[src/rtl/canvas_i2c_reader_pkg.sv]
// Shared types and constants for the canvas I2C cursor reader.
package canvas_i2c_reader_pkg;

    typedef enum logic [2:0] {
        ST_IDLE,
        ST_START,
        ST_ADDR,
        ST_ADDR_ACK,
        ST_READ,
        ST_MACK,
        ST_STOP
    } state_t;

    localparam logic [6:0] CANVAS_ADDR = 7'h64;

    localparam logic [1:0] BYTE_X      = 2'd0;
    localparam logic [1:0] BYTE_Y      = 2'd1;
    localparam logic [1:0] BYTE_STATUS = 2'd2;

endpackage

[src/rtl/canvas_i2c_reader_quarter_timer.sv]
// Bit-slot timer: four quarters of CLK_DIV cycles each, with the SCL-high
// quarter frozen while a slave stretches the clock.
module i2c_quarter_timer #(
    parameter int CLK_DIV = 16
) (
    input  logic       clk,
    input  logic       rst_n,
    input  logic       i_run,
    input  logic       i_scl_in,
    output logic [1:0] o_quarter,
    output logic       o_sample,
    output logic       o_slot_end
);

    localparam logic [7:0] RELOAD = 8'(CLK_DIV - 1);

    logic [7:0] r_cnt;
    logic [1:0] r_quarter;
    logic       w_tc;
    logic       w_hold;

    assign w_tc   = (r_cnt == 8'd0);
    assign w_hold = (r_quarter == 2'd2) && !i_scl_in;

    always_ff @(posedge clk or negedge rst_n) begin
        if (!rst_n) begin
            r_cnt     <= RELOAD;
            r_quarter <= 2'd0;
        end else if (!i_run) begin
            r_cnt     <= RELOAD;
            r_quarter <= 2'd0;
        end else if (!w_hold) begin
            if (w_tc) begin
                r_cnt     <= RELOAD;
                r_quarter <= r_quarter + 2'd1;
            end else begin
                r_cnt <= r_cnt - 8'd1;
            end
        end
    end

    assign o_quarter  = r_quarter;
    assign o_sample   = i_run && w_tc && (r_quarter == 2'd2) && i_scl_in;
    assign o_slot_end = i_run && w_tc && (r_quarter == 2'd3);

endmodule

[src/rtl/canvas_i2c_reader.sv]
// I2C master that reads the cursor X, Y and status bytes from the canvas
// slave in one START / address / 3-byte read / STOP transaction.
module canvas_i2c_reader
    import canvas_i2c_reader_pkg::*;
#(
    parameter logic [6:0] I2C_ADDR = CANVAS_ADDR,
    parameter int         CLK_DIV  = 16
) (
    input  logic       clk,
    input  logic       rst_n,
    input  logic       i_start,
    output logic       o_busy,
    output logic       o_done,
    output logic       o_ack_error,
    output logic [7:0] o_x_out,
    output logic [7:0] o_y_out,
    output logic [7:0] o_status_out,
    input  logic       i_scl_in,
    input  logic       i_sda_in,
    output logic       o_scl_oe,
    output logic       o_sda_oe
);

    state_t     r_state;
    state_t     w_next_state;
    logic [1:0] w_quarter;
    logic       w_sample;
    logic       w_slot_end;
    logic       w_accept;
    logic [7:0] w_addr_byte;

    logic [2:0] r_bit_cnt;
    logic [1:0] r_byte_idx;
    logic [7:0] r_shift;
    logic [7:0] r_byte_x;
    logic [7:0] r_byte_y;
    logic [7:0] r_byte_st;
    logic       r_done;
    logic       r_ack_error;
    logic [7:0] r_x_out;
    logic [7:0] r_y_out;
    logic [7:0] r_status_out;

    assign w_addr_byte = {I2C_ADDR, 1'b1};
    assign w_accept    = (r_state == ST_IDLE) && i_start;

    i2c_quarter_timer #(.CLK_DIV(CLK_DIV)) u_timer (
        .clk        (clk),
        .rst_n      (rst_n),
        .i_run      (r_state != ST_IDLE),
        .i_scl_in   (i_scl_in),
        .o_quarter  (w_quarter),
        .o_sample   (w_sample),
        .o_slot_end (w_slot_end)
    );

    always_ff @(posedge clk or negedge rst_n) begin
        if (!rst_n) r_state <= ST_IDLE;
        else        r_state <= w_next_state;
    end

    always_comb begin
        w_next_state = r_state;
        o_scl_oe     = 1'b0;
        o_sda_oe     = 1'b0;
        case (r_state)
            ST_IDLE: begin
                if (i_start) w_next_state = ST_START;
            end
            ST_START: begin
                // SDA falls in Q2 with SCL high, SCL follows in Q3
                o_scl_oe = (w_quarter == 2'd3);
                o_sda_oe = w_quarter[1];
                if (w_slot_end) w_next_state = ST_ADDR;
            end
            ST_ADDR: begin
                o_scl_oe = !w_quarter[1];
                o_sda_oe = !w_addr_byte[r_bit_cnt];
                if (w_slot_end && (r_bit_cnt == 3'd0)) w_next_state = ST_ADDR_ACK;
            end
            ST_ADDR_ACK: begin
                o_scl_oe = !w_quarter[1];
                if (w_slot_end) w_next_state = r_ack_error ? ST_STOP : ST_READ;
            end
            ST_READ: begin
                o_scl_oe = !w_quarter[1];
                if (w_slot_end && (r_bit_cnt == 3'd0)) w_next_state = ST_MACK;
            end
            ST_MACK: begin
                o_scl_oe = !w_quarter[1];
                o_sda_oe = (r_byte_idx != BYTE_STATUS);
                if (w_slot_end)
                    w_next_state = (r_byte_idx == BYTE_STATUS) ? ST_STOP : ST_READ;
            end
            ST_STOP: begin
                o_scl_oe = !w_quarter[1];
                o_sda_oe = (w_quarter != 2'd3);
                if (w_slot_end) w_next_state = ST_IDLE;
            end
            default: w_next_state = ST_IDLE;
        endcase
    end

    // The 3-bit bit counter wraps 0 -> 7, so it is already primed for the next byte.
    always_ff @(posedge clk or negedge rst_n) begin
        if (!rst_n) begin
            r_bit_cnt    <= 3'd7;
            r_byte_idx   <= BYTE_X;
            r_shift      <= 8'h00;
            r_byte_x     <= 8'h00;
            r_byte_y     <= 8'h00;
            r_byte_st    <= 8'h00;
            r_done       <= 1'b0;
            r_ack_error  <= 1'b0;
            r_x_out      <= 8'h00;
            r_y_out      <= 8'h00;
            r_status_out <= 8'h00;
        end else begin
            r_done <= 1'b0;
            if (w_accept) begin
                r_ack_error <= 1'b0;
                r_bit_cnt   <= 3'd7;
                r_byte_idx  <= BYTE_X;
            end
            if (w_sample && (r_state == ST_ADDR_ACK)) r_ack_error <= i_sda_in;
            if (w_sample && (r_state == ST_READ)) r_shift <= {r_shift[6:0], i_sda_in};
            if (w_slot_end && ((r_state == ST_ADDR) || (r_state == ST_READ)))
                r_bit_cnt <= r_bit_cnt - 3'd1;
            if (w_slot_end && (r_state == ST_READ) && (r_bit_cnt == 3'd0)) begin
                case (r_byte_idx)
                    BYTE_X:  r_byte_x  <= r_shift;
                    BYTE_Y:  r_byte_y  <= r_shift;
                    default: r_byte_st <= r_shift;
                endcase
            end
            if (w_slot_end && (r_state == ST_MACK)) r_byte_idx <= r_byte_idx + 2'd1;
            if (w_slot_end && (r_state == ST_STOP)) begin
                r_done <= 1'b1;
                if (!r_ack_error) begin
                    r_x_out      <= r_byte_x;
                    r_y_out      <= r_byte_y;
                    r_status_out <= r_byte_st;
                end
            end
        end
    end

    assign o_busy       = (r_state != ST_IDLE);
    assign o_done       = r_done;
    assign o_ack_error  = r_ack_error;
    assign o_x_out      = r_x_out;
    assign o_y_out      = r_y_out;
    assign o_status_out = r_status_out;

endmodule
[config.mk]
export PLATFORM = sky130hd
export DESIGN_NAME = canvas_i2c_reader
export DESIGN_NICKNAME = d
export VERILOG_FILES = /design/src/rtl/canvas_i2c_reader_pkg.sv /design/src/rtl/canvas_i2c_reader_quarter_timer.sv /design/src/rtl/canvas_i2c_reader.sv
export SDC_FILE = /design/constraint.sdc
export NUM_CORES = 1
export LEC_CHECK = 0
export BUFFER_PORTS_ARGS = -buffer_cell sky130_fd_sc_hd__buf_2
export CORE_UTILIZATION = 35
export DETAILED_ROUTE_END_ITERATION = 10
export SYNTH_ARGS = -nofsm -noshare
export SYNTH_HDL_FRONTEND = slang
export SYNTH_HIERARCHICAL = 1
export SYNTH_SLANG_ARGS = --single-unit
[constraint.sdc]
create_clock -name clk -period 3.6 [get_ports clk]
set_clock_uncertainty 0.1 [all_clocks]
set_input_delay 0 -clock clk [delete_from_list [all_inputs] [get_ports clk]]
set_output_delay 0 -clock clk [all_outputs]
set_load 0.05 [all_outputs]
==> results.ini <==
[run_status]
outcome = completed

[cells_and_area]
final_cell_mix = dfrtp_1 (69), mux2_2 (40), buf_2 (32)
fillers = 947
antenna_cells = 0
area_delta_synth_final_pct = 14.87
post-route-util_pct = 41.33
layout.nets = 315
mostFrequentLayoutCell = dfrtp_1
drive_gt1_share_pct = 40.39

[grt]
grt_pass1_vias = 2128
grtUsageMet1_pct = 17.70
grt_antenna_before_repair = 0
grt_use_total_pct = 13.25
top_usage_layer = met2
use_met3_pct = 4.583
grt_pass1_wl_um = 10610
use_met2_pct = 20.44
grt_max_degree = 77
grt_overflow = 0

[clock_tree]
cts_hold_buf = 3
cts_max_level = 3
root_buffer = clkbuf_8
clk_latency_ns = 0.34
numCtsBuffers = 9
clock-sinks = 76
cts_tree = built
path_clk_slew_ns = 0.08
post-cts-setup-buffer-count = 0
post_cts_resized = 0
cts_buffer_depth = 2

[detailed_routing]
wl_um = 6172
dr.first_iter.drc_count = 72
dr.pass1.iters = 6
drc_errors = 0
postRouteAntennaNets = 0
routed_via_density = 4.925
vias = 2167
wire_per_inst_um = 14.03

[timing]
slew_headroom_pct = 37.25
rsz0062_at_grt = no
tightest_slew_ns = 0.9413
min_period_ns = 2.954
fin_tns_setup_ns = 0
setup_viol = 0
fmax_mhz = 338.5
fin_crit_sh_pct = 82.06
drv_slew = 0
hold_viol_final = 0
hold_ws_ns = 0.04024

[synth]
seq_area_frac_synth_pct = 54.32
syn-instance-count = 264
synth_warnings = 6
yosysTopAreaCell = dfrtp_1
synth_fa_ha_area_share_pct = 2.846
synthTopCellsByArea = dfrtp_1 (49%), mux2_2 (13%), mux2_4 (6.8%), dfstp_2 (5.2%), ha_1 (2.8%)
synth_area_um2 = 3517
synth-xor-area-share_pct = 0.2490
synth_mux_area_share_pct = 20.21
yosys.area_share.simple_pct = 11.78
synth_top_family_by_area = multiplexers
synth_nets = 277
synth.avg_cell_area_um2 = 13.32
synth_cell_types = 54
yosys.area.top_type_share_pct = 49.09
ys_seq_elements = 76
synth_edf_count = 0
synth_flop_cell = dfrtp_1
synth_compound_area_share_pct = 7.400
async_reset_ff_share_pct = 100.0

[floorplanning]
io_pins = 34
core-area_um2 = 9774
die_area_um2 = 10450
row_count = 36
die_x_um = 102.2
fp.dieH_um = 102.2
initial_core_util_pct = 35.98

[worst_hold_path]
hold_class = in -> reg

[pwr]
powerDensity_nw_per_um2 = 511.3
ir_worst_vdd_uv = 293.3
p_leak_nw = 1.968

[job]
cap_violations = 0

[placement]
dp_hpwl_um = 4204
gp_congestion = 0.8166
portBuffers = 33

[worst_setup_path]
cp-start-kind = flip-flop
critPathMaxFanout = 8
end_kind = flip-flop
criticalPathCategory = reg -> reg
cp.required_ns = 3.73
worstPathArrival_ns = 3.09

-- layer usage --
layer / wire length [um] / vias to the layer above / part of all wire (%)
met1: 3059 / 1069 / 50
met4: 28 / 0 / 0.45
met5: 0 / - / 0
met3: 257 / 6 / 4.2
met2: 2827 / 55 / 46
li1: - / 1037 / -
-- worst max-delay path: stages (launching register included) --
cell      delay [ns]
dfstp_2         0.40
or4_4           0.59
nor3_2          0.23
and3_1          0.34
and4bb_1        0.30
and3_1          0.53
mux2_4          0.34
-- cells by family (layout without fill, tap and decap cells) --
family                   Yosys count  after routing
multiplexers                      58             58
adder cells (fa/ha/maj)            8              8
flip-flops                        76             76
AND/OR/NAND/NOR                   62             62
buffers and inverters             23             66
XOR/XNOR                           1              1
AO/OA/AOI/OAI                     36             36
-- metrics by stage --
step | instance area [um2] | setup slack (ns) | std cells | power, mW
CTS | 4040 | 0.6608 | 440 | 2.098
global placement | 3802 | 0.7266 | 421 | 1.402
finish | 4040 | 0.6460 | 440 | 2.066
floorplan | 3517 | 0.8419 | 264 | 1.321
global route | 4040 | 0.5129 | 440 | 2.206
detailed placement | 3802 | 0.6764 | 421 | 1.417
-- registers in the layout, indices dropped and copies added (netlist names), 8 cells and up --
signal         count
o_status_out       8
o_x_out            8
o_y_out            8
r_byte_st          8
r_byte_x           8
r_byte_y           8
r_shift            8
u_timer/r_cnt      8
-- cells in the mapped netlist, types with 3 or more instances --
cell / number
nand2b_1: 6
mux2_4: 16
mux2_2: 40
clkbuf_1: 4
nor2b_1: 8
ha_1: 8
inv_1: 11
nand2_1: 15
buf_2: 3
dfrtp_1: 69
o21ai_0: 8
or3_1: 3
o211ai_1: 4
and3_1: 3
a21oi_1: 4
dfstp_2: 7
nor2_1: 4
-- cell type report --
class                   count  area (um2)  share of cell area (%)
flip-flops and latches     76        1911                   47.29
multi-input cells         165        1494                   36.98
repair buffers             39       220.2                   5.451
well taps                 133       166.4                   4.119
clock buffers              10       137.6                   3.407
clock inverters             6       70.07                   1.734
inverters                  11       41.29                   1.022
-- final timing paths --
path	cells past startpoint	end	slack, ns	startpoint
worst min register to register	1	o_x_out[1]$_DFFE_PN0P_	0.40	o_x_out[1]$_DFFE_PN0P_
worst min-delay path	5	u_timer/r_cnt[1]$_DFFE_PN1P_	0.04	i_scl_in
worst max register to register	6	r_byte_y[1]$_DFFE_PN0P_	0.65	u_timer/r_cnt[3]$_DFFE_PN1P_
min in group asynchronous	2	o_status_out[4]$_DFFE_PN0P_	0.26	rst_n
max in group asynchronous	2	r_state[1]$_DFFE_PN0P_	2.55	rst_n
worst max-delay path	6	r_byte_y[1]$_DFFE_PN0P_	0.65	u_timer/r_cnt[3]$_DFFE_PN1P_
-- power breakdown --
part | internal, mW | switching [mW] | total (mW)
Clock | 0.344 | 0.321 | 0.665
Combinational | 0.158 | 0.221 | 0.379
Sequential | 0.936 | 0.0860 | 1.02
Total | 1.44 | 0.628 | 2.07
No activity file was read; power rests on OpenSTA's default activity.
